--- src/rtl/data_memory_banked.sv ---
// Banked data memory with a valid/ready request port, byte enables and a
// post-reset zero-fill sweep; responses come back in order after RD_LAT cycles.
module data_memory_banked #(
   parameter int DATA_W = 32,
   parameter int DEPTH  = 32,
   parameter int ADDR_W = 32,
   parameter int RD_LAT = 1
) (
   input  logic                clk_i,
   input  logic                rst_n_i,
   input  logic                req_valid_i,
   output logic                req_ready_o,
   input  logic                req_we_i,
   input  logic [ADDR_W-1:0]   req_addr_i,
   input  logic [DATA_W/8-1:0] req_be_i,
   input  logic [DATA_W-1:0]   req_wdata_i,
   output logic                rsp_valid_o,
   output logic [DATA_W-1:0]   rsp_rdata_o,
   output logic                rsp_err_o,
   output logic                init_done_o
);

   localparam int BYTES = DATA_W / 8;
   localparam int OFF_W = $clog2(BYTES);
   localparam int IDX_W = $clog2(DEPTH);

   typedef enum logic {ST_INIT, ST_RUN} state_t;

   state_t            state_q;
   logic [IDX_W-1:0]  ptr_q;
   logic              ready_q;
   logic              done_q;
   logic [DATA_W-1:0] mem_q [DEPTH];
   logic [RD_LAT-1:0] vld_q;
   logic [RD_LAT-1:0] err_q;
   logic [DATA_W-1:0] dat_q [RD_LAT];

   logic [ADDR_W-1:0] word_addr;
   logic [IDX_W-1:0]  idx;
   logic              accept;
   logic              misalign;
   logic              oob;
   logic              req_err;
   logic [DATA_W-1:0] rd_d;

   assign word_addr = req_addr_i >> OFF_W;
   assign idx       = word_addr[IDX_W-1:0];
   assign misalign  = |(req_addr_i & ADDR_W'(BYTES - 1));
   assign oob       = word_addr >= ADDR_W'(DEPTH);
   assign req_err   = misalign | oob;
   assign accept    = req_valid_i & ready_q;
   // Errored requests and writes never touch the array and answer with zero data.
   assign rd_d      = (accept && !req_we_i && !req_err) ? mem_q[idx] : '0;

   always_ff @(posedge clk_i) begin
      if (!rst_n_i) begin
         state_q <= ST_INIT;
         ptr_q   <= '0;
         ready_q <= 1'b0;
         done_q  <= 1'b0;
      end else begin
         case (state_q)
            ST_INIT: begin
               ptr_q <= ptr_q + IDX_W'(1);
               if (ptr_q == IDX_W'(DEPTH - 1)) begin
                  state_q <= ST_RUN;
                  ready_q <= 1'b1;
                  done_q  <= 1'b1;
               end
            end
            ST_RUN: begin
            end
            default: state_q <= ST_INIT;
         endcase
      end
   end

   always_ff @(posedge clk_i) begin
      if (rst_n_i) begin
         if (state_q == ST_INIT) begin
            mem_q[ptr_q] <= '0;
         end else if (accept && req_we_i && !req_err) begin
            for (int b = 0; b < BYTES; b++) begin
               if (req_be_i[b]) mem_q[idx][8*b +: 8] <= req_wdata_i[8*b +: 8];
            end
         end
      end
   end

   // Response shift pipeline; reset flushes every in-flight response.
   always_ff @(posedge clk_i) begin
      if (!rst_n_i) begin
         vld_q <= '0;
         err_q <= '0;
         for (int i = 0; i < RD_LAT; i++) dat_q[i] <= '0;
      end else begin
         vld_q[0] <= accept;
         err_q[0] <= accept & req_err;
         dat_q[0] <= rd_d;
         for (int i = 1; i < RD_LAT; i++) begin
            vld_q[i] <= vld_q[i-1];
            err_q[i] <= err_q[i-1];
            dat_q[i] <= dat_q[i-1];
         end
      end
   end

   assign req_ready_o = ready_q;
   assign init_done_o = done_q;
   assign rsp_valid_o = vld_q[RD_LAT-1];
   assign rsp_err_o   = err_q[RD_LAT-1];
   assign rsp_rdata_o = dat_q[RD_LAT-1];

endmodule

--- config.mk ---
export PLATFORM = sky130hd
export DESIGN_NAME = data_memory_banked
export DESIGN_NICKNAME = d
export VERILOG_FILES = /design/src/rtl/data_memory_banked.sv
export SDC_FILE = /design/constraint.sdc
export NUM_CORES = 1
export LEC_CHECK = 0
export CORE_ASPECT_RATIO = 0.9
export CORE_MARGIN = 4
export CORE_UTILIZATION = 25
export CTS_BUF_LIST = sky130_fd_sc_hd__clkbuf_4 sky130_fd_sc_hd__clkbuf_8
export CTS_CLUSTER_DIAMETER = 100
export DETAILED_ROUTE_END_ITERATION = 10
export PLACE_DENSITY = 0.43
export SETUP_SLACK_MARGIN = 0.4
export SYNTH_ARGS = -nofsm -noshare
export SYNTH_HDL_FRONTEND = slang
export SYNTH_SLANG_ARGS = --single-unit
export TNS_END_PERCENT = 10
--- constraint.sdc ---
create_clock -name clk_i -period 10.6 [get_ports clk_i]
set_clock_uncertainty 0.05 [all_clocks]
set_input_delay 3.18 -clock clk_i [delete_from_list [all_inputs] [get_ports clk_i]]
set_output_delay 3.18 -clock clk_i [all_outputs]
set_load 0.05 [all_outputs]
After elaboration in Yosys (flattened, before gate mapping). Memory sizes are Yosys's and may differ from the RTL's. Cells that the tools add are included. Widths: inputs -> output; s select.

Bits in registers: 9. RAM bits: 1056. Input port bits: 72. Logic and storage cells: 57. Memories kept: 2.

$add $sub $neg: 1. Order comparisons: 1. Equality and inequality tests: 1. Multiplexer cells: 33. Bitwise gates (word level): 4. Reductions and logical operators: 10.

Memory list: mem_q (depth 32, width 32, rd ports 1, clocked after memory_dff 0, wr ports 1, RTL line 33) `logic [DATA_W-1:0] mem_q [DEPTH];`; dat_q (depth 1, width 32, rd ports 1, clocked after memory_dff 0, wr ports 1, RTL line 36) `logic [DATA_W-1:0] dat_q [RD_LAT];`.

Operators with widths (number): $mux 32 (3); $reduce_or 32->1 (2); $ge 30x6->1 const B (1); $mux 1 (28); $add 5x1->5 const B (1); $eq 5x5->1 const B (1); $mux 5 (1); $logic_and 1x1->1 (4); $mux 4 (1); $and 1x1->1 (2); $logic_not 1->1 (2); $reduce_and 2->1 (1); $reduce_or 2->1 (1); $not 1->1 (1); $or 1x1->1 (1).

Longest topological paths before layout. Gate-level depths: netlist of the first run.

Depth after elaboration: 10. Mapped depth: 8. Gate-level depth less buffers: 6.

Least setup slack after synthesis of the first run. OpenSTA, ideal clock, no wires.

Path kind: input to register. Start: input req_addr_i[22]. End: memory mem_q[0][24] (enable). Library setup time: 0.395 ns. Arrival: 5.657 ns. Data required time: 10.155 ns. Path slack: 4.498 ns. Stages on the path: 7. Buffers on the path: 2. Cell sequence: nor4_1 nand4_1 nor4_2 buf_6 mux2_2 buf_2 nor4_1.

Cells in the longest elaborated chain, start to end: 10. Elaborated cells on any way between the ends: 23.

Ends and longest elaborated chain: from (decl) (RTL line 14) `input logic [ADDR_W-1:0] req_addr_i,`; $ge 30x6->1 * (RTL line 49) `assign oob = word_addr >= ADDR_W'(DEPTH);`; $or 1x1->1 * (RTL line 50) `assign req_err = misalign | oob;`; $logic_not 1->1 * (RTL line 82) `end else if (accept && req_we_i && !req_err) begin`; $logic_and 1x1->1 * (RTL line 82); $mux 1 (RTL line 82); $mux 1 (RTL line 80) `if (state_q == ST_INIT) begin`; $mux 1 (RTL line 79) `if (rst_n_i) begin`; $mux 1 (not written as such) (RTL line 84) `if (req_be_i[b]) mem_q[idx][8*b +: 8] <= req_wdata_i[8*b +: 8];`; $reduce_or 32->1 (no line); $mux 5 (no line) or $mux 4 (tied branches); to (decl) (RTL line 33).

Every way passes the cells marked *; elsewhere a longest branch is shown, timed or not.

Worst setup path after layout of the first run.
Start: input req_addr_i[8]. End: memory mem_q[17][1] (enable).

Same word-level chain as after synthesis.

==> flow_metrics.tcl, run 1 <==
set metrics [dict create \
    period_share 0.655 \
    cpLargestDelayFamily "simple AND/OR/NAND/NOR gates" \
    insertion_delay_ns 0.89 \
    yosys.area.top_type_share 0.744 \
    critical_path_class "primary input to flop" \
    grt_max_degree 129 \
    yosys_warnings 0 \
    die_w_um 437 \
    setup_tns_ns 0 \
    hold-path-cell-count 1 \
    coreArea_um2 164000 \
    dpl-instance-area_um2 45800 \
    crit_top_cell "buf_4" \
    yosysSeqAreaShare 0.764 \
    drt_iter0_drc 1538 \
    maxCapViolCount 0 \
    critPathCaptureType "flop" \
    setup-violations-final 0 \
    dp_hpwl_mm 64.7 \
    hold_end "init_done_o$_SDFFE_PN0P_" \
    crit_slowest_cell "nor4_2" \
    die_height_um 394 \
    max_stage_delay_ns 0.86 \
    worstReg2RegEnd "mem_q[17][1]$_DFFE_PP_" \
    wl_mm 110 \
    start_util 0.252 \
    clock-sinks 1065 \
    cts-buffers-inserted 183 \
    hold_viol 0 \
    fin_util 0.302 \
    slew_headroom 0.105 \
    syn_area_um2 41300 \
    synth_cell_types 32 \
    worstRegToRegCells 8 \
    p_int_mw 6.80 \
    critical_path.cell_chain "clkdlybuf4s50_1 -> nor4_1 -> nand4_1 -> nor4_4 -> buf_4 -> mux2_2 -> buf_4 -> nor4_2" \
    p_seq_frac 0.523 \
    cts_hold_buf 0 \
    cp.required_ns 11.04 \
    r2r_slack_ns 6.24 \
    slew_viol_final 0 \
    synth_edf_count 1024 \
    die_area_um2 172000 \
    ant_nets 0 \
    fmax_mhz 144 \
    tritoncts "done" \
    drive_above_1_share 0.320 \
    cts.clk_slew.worst_paths_ns 0.05 \
    worstPathMaxFanout 35 \
    pre_cts_ws_ns 2.73 \
    status "complete, no violations" \
    cts_root_buffer "clkbuf_8" \
    crit_buf_inv 3 \
    synth_top_cells_by_area "edfxtp_1 (74%), mux4_2 (14%), mux2i_1 (3.4%), dfxtp_1 (2.0%), nor4_1 (1.1%)" \
    grt_usage 0.127 \
    postSynthAreaPerCell_um2 21.8 \
    cts_resized 0 \
    hold_class "flop to flop" \
    clockPowerShare 0.438 \
    swShare 0.225 \
    final_nets 2209 \
    worst_slack_ns 3.65 \
    leakage_nw 14.9 \
    synthFlopType "edfxtp_1" \
    globalRouteOverflowTotal 0 \
    io_pins 108 \
    antenna_found_initial 6 \
    p_sw_mw 1.97 \
    ff_latch_area_um2 31600 \
    htree_levels 4 \
    rsz0062_at_grt "false" \
    cts_buffer_depth 3 \
    drc 0 \
    gp_congestion 0.750 \
    yosysTopAreaCell "edfxtp_1" \
    tightestPinTransition_ns 1.33 \
    worst_ep_arrival_time_ns 7.39 \
    fillers 15800 \
    async_flop_share 0 \
    drtPass1Iterations 5 \
    yosys_register_bits 1065 \
    min_from "init_done_o$_SDFFE_PN0P_" \
    wl_per_cell_um 24.5 \
    multi_input_area_um2 9770 \
    mappedNetlistNets 1973 \
    timing.rr.start "init_done_o$_SDFFE_PN0P_" \
    ir_drop_mv 0.125 \
    synthToLayoutAreaGrowth_pct 20.0 \
    port_buffers 107 \
    avgViaCountPerCell 4.51 \
    powerDensity_nw_per_um2 177 \
    vias 20291 \
    design_area_um2 49600 \
    cts_setup_buffers 0 \
    grt_pass1_wl_mm 159 \
    core.rowCount 141 \
    pwr-share-comb 0.039 \
    grt_pass1_vias 21717 \
    fin_crit_ns 6.95 \
    startpoint_type "primary input" \
    synthCells 1899 \
]
==> how the worst max path moves through the flow <==
stage	cells past startpoint	endpoint	slack, ns	from
after floorplan	7	mem_q[0][24]$_DFFE_PP_	4.50	req_addr_i[22]
after global placement	8	mem_q[22][3]$_DFFE_PP_	2.80	req_addr_i[1]
after detailed placement	9	mem_q[17][1]$_DFFE_PP_	2.73	rst_n_i
after CTS	9	mem_q[21][6]$_DFFE_PP_	3.63	rst_n_i
after global routing	9	mem_q[17][1]$_DFFE_PP_	3.51	rst_n_i
final	8	mem_q[17][1]$_DFFE_PP_	3.65	req_addr_i[8]
==> flip-flops by register name, summed over array words and instances, names as in the netlist <==
register / flops
dat_q: 32
init_done_o: 1
mem_q: 1024
ptr_q: 5
rsp_err_o: 1
rsp_valid_o: 1
state_q: 1
==> cell usage after synthesis (2+ instances only) <==
cell type and n:
a21oi_1 4, a221o_1 32, a221oi_1 32, and2_1 37, buf_1 9, buf_2 48, clkbuf_1 80, dfxtp_1 41
edfxtp_1 1024, ha_1 2, mux2_2 5, mux2i_1 140, mux4_2 256, nand2_1 6, nand3_1 4, nand4_1 3
nor2_1 8, nor2b_1 16, nor3_1 65, nor4_1 72, o21a_1 2, xnor2_1 3
==> power groups by stage <==
stage	clock (mW)	combinational, mW	sequential [mW]
after global placement	0	0.346	4.67
after floorplan	0	0.208	4.66
after CTS	3.97	0.348	4.58
after detailed placement	0	0.347	4.67
after global routing	4.18	0.364	4.58
final	3.84	0.342	4.58
==> area by class of cell <==
cell class / count / area share
timing repair buffer: 190 / 0.0352
tap: 2216 / 0.0559
clock buffer: 213 / 0.0553
multi-input combinational: 694 / 0.197
antenna: 2 / 0.000101
sequential: 1065 / 0.636
inverter: 1 / 0.0000757
clock inverter: 122 / 0.0202
==> per-layer routing <==
layer / global-route usage / up-vias / routed length, um
li1: - / 8612 / -
met1: 0.169 / 10931 / 48400
met2: 0.207 / 563 / 53700
met3: 0.0273 / 185 / 5370
met4: 0.0403 / 0 / 2770
met5: 0 / - / 0
==> cell families after synthesis <==
logic type               after synthesis  synth area share
buffers and inverters                140            0.0144
XOR/XNOR                               3          0.000636
multiplexers                         402             0.175
adder cells (fa/ha/maj)                2          0.000605
AND/OR/NAND/NOR                      217            0.0301
AO/OA/AOI/OAI                         70            0.0154
flip-flops                          1065             0.764
==> layout by cell type, fill, tap and decap left out, types with 4 or more instances in the layout <==
cell type / n
edfxtp_1: 1024
clkinv_1: 52
nor3_1: 61
clkbuf_8: 184
nand3_1: 4
nor3_2: 4
nand2_1: 6
a221o_1: 32
inv_6: 6
nor2b_1: 14
nor2_1: 7
nor4_2: 65
buf_4: 79
and2_2: 15
nor4_1: 7
bufinv_16: 14
clkdlybuf4s50_1: 104
a221oi_1: 32
mux2i_1: 132
dfxtp_1: 41
and2_1: 22
a21oi_4: 4
mux2_2: 5
mux2i_4: 6
mux4_2: 256
clkinv_2: 37
clkbuf_4: 31
inv_8: 4
==> worst reg2reg max path, cell delays in order, from the launching register on <==
cell     delay, ns
dfxtp_1       0.39
nand3_1       0.15
inv_1         0.10
nand4_1       0.17
nor4_4        0.49
buf_4         0.61
mux2_2        0.73
buf_4         0.39
nor4_2        0.86
==> per-stage QoR <==
stage / power (mW) / cells / hold WS [ns]
after floorplan: 4.87 / 1899 / 0.523
after global placement: 5.02 / 4165 / 0.482
after detailed placement: 5.02 / 4165 / 0.490
after CTS: 8.90 / 4500 / 0.509
after global routing: 9.12 / 4502 / 0.543
final: 8.77 / 4503 / 0.513
Power figures use the tool's default switching activity.
==> run 2, diff against run 1 <==
==> constraint.sdc (replaced) <==
create_clock -name clk_i -period 7.2 [get_ports clk_i]
set_clock_uncertainty 0.05 [all_clocks]
set_input_delay 2.16 -clock clk_i [delete_from_list [all_inputs] [get_ports clk_i]]
set_output_delay 2.16 -clock clk_i [all_outputs]
set_load 0.05 [all_outputs]
==> run 2 against run 1 <==
Net effect:
- sequential cell count unchanged
- power up 45%
- non-clock buffer count up 77
- cell count up 1.6%
- clock-buffer cell count up 51
- cell area up 1.1%
- via count up 0.37%
- wire length down 0.64%
- critical endpoint is now mem_q[18][6]$_DFFE_PP_
==> flow_metrics.tcl, run 2 (synthesized netlist as in run 1, its figures left out) <==
set metrics [dict create \
    status "complete, no violations" \
    drc 0 \
    critical_path_class "primary input to flop" \
    die_area_um2 172000 \
    critical_path.cell_chain "clkdlybuf4s50_1 -> nor4_1 -> nand4_1 -> nor4_4 -> buf_12 -> mux2_2 -> buf_4 -> nor4_2" \
    slew_headroom 0.214 \
    hold_class "flop to flop" \
    fmax_mhz 186 \
    wl_per_cell_um 23.9 \
    vias 20367 \
    cts-buffers-inserted 181 \
    io_pins 108 \
    final_cell_mix "edfxtp_1 (1,024), mux4_2 (256), clkbuf_8 (199), buf_4 (152), mux2i_1 (132)" \
    crit_buf_inv 3 \
    leakage_nw 15.3 \
    coreArea_um2 164000 \
    ir_drop_mv 0.172 \
    worst_ep_arrival_time_ns 5.80 \
    htree_levels 4 \
    design_area_um2 50200 \
    setup_tns_ns 0 \
    globalRouteOverflowTotal 0 \
    top_register "mem_q" \
    fin_crit_ns 5.39 \
    hold_viol 0 \
    cts_setup_buffers 0 \
    avgViaCountPerCell 4.45 \
    insertion_delay_ns 0.86 \
    worst_slack_ns 1.81 \
    ant_nets 0 \
    die_w_um 437 \
    ff_latch_area_um2 31600 \
    start_util 0.252 \
    gp_congestion 0.723 \
    synthToLayoutAreaGrowth_pct 21.3 \
    multi_input_area_um2 9750 \
    startpoint_type "primary input" \
    period_share 0.749 \
    drt_iter0_drc 1506 \
    cts_buffer_depth 3 \
    core.rowCount 141 \
    cts_hold_buf 0 \
    tightestPinTransition_ns 1.17 \
    drtPass1Iterations 6 \
    final_nets 2284 \
    reg_top3 "mem_q: 1024 flops, dat_q: 32 flops, ptr_q: 5 flops" \
    cpLargestDelayFamily "simple AND/OR/NAND/NOR gates" \
    dp_hpwl_mm 65.3 \
    crit_slowest_cell "nor4_2" \
    clock-sinks 1065 \
    maxCapViolCount 0 \
    grt_pass1_vias 22106 \
    max_stage_delay_ns 0.89 \
    port_buffers 107 \
    antenna_found_initial 7 \
    grt_max_degree 92 \
    cp.required_ns 7.61 \
    layout_commonest_cell "edfxtp_1" \
    dpl-instance-area_um2 46500 \
    worstPathMaxFanout 48 \
    fillers 15791 \
    cts.clk_slew.worst_paths_ns 0.06 \
    grt_usage 0.126 \
    cts_resized 0 \
    setup-violations-final 0 \
    die_height_um 394 \
    critPathCaptureType "flop" \
    powerDensity_nw_per_um2 254 \
    cts_root_buffer "clkbuf_8" \
    rsz0062_at_grt "false" \
    largest_reg_flops 1024 \
    grt_pass1_wl_mm 159 \
    tritoncts "done" \
    finalPower_mw 12.8 \
    holdWs_ns 0.515 \
    pre_cts_ws_ns 0.815 \
    wl_mm 109 \
    slew_viol_final 0 \
    drive_above_1_share 0.344 \
]
[run 2: cell types whose count changed in the layout (fill, tap and decap cells not counted), moves of 3 or more]
cell        change
and2_1          +9
inv_6           -5
clkinv_1       -22
buf_4          +73
and2_2          -9
clkbuf_4       +36
inv_8           -3
clkinv_8        -3
clkbuf_8       +15
diode_2         +3
clkinv_2       -22
buf_12          +4
clkinvlp_4      +5
bufinv_16       -8
[run 2: area by class of cell]
cell class / count / area share
inverter: 1 / 0.0000748
multi-input combinational: 694 / 0.194
clock buffer: 264 / 0.0642
sequential: 1065 / 0.629
tap: 2216 / 0.0553
timing repair buffer: 267 / 0.0473
clock inverter: 61 / 0.00893
antenna: 5 / 0.000249
[run 2: where the power goes]
part | internal [mW] | switching [mW]
clock network | 3.07 | 2.42
registers | 6.73 | 0.0132
logic | 0.215 | 0.304
total | 10.0 | 2.73
[run 2: layer usage]
layer | up-vias | wire length [um] | global-route usage
met3 | 203 | 4390 | 0.0239
met5 | - | 0 | 0
met2 | 495 | 53900 | 0.206
met1 | 10930 | 48300 | 0.168
li1 | 8739 | - | -
met4 | 0 | 2900 | 0.0426
[run 2: path summary, 6_finish.rpt]
path	startpoint	to	slack [ns]	depth (start not counted)
setup reg to reg	init_done_o$_SDFFE_PN0P_	mem_q[18][6]$_DFFE_PP_	3.41	8
hold reg to reg	init_done_o$_SDFFE_PN0P_	init_done_o$_SDFFE_PN0P_	0.52	1
hold / removal	init_done_o$_SDFFE_PN0P_	init_done_o$_SDFFE_PN0P_	0.52	1
setup / recovery	req_addr_i[11]	mem_q[18][6]$_DFFE_PP_	1.81	8
[run 2: through the flow]
step,cells,util
3_5_place_dp,4242,0.283
3_3_place_gp,4242,0.283
4_1_cts,4567,0.305
6_report,4573,0.305
5_1_grt,4572,0.305
2_1_floorplan,1899,-
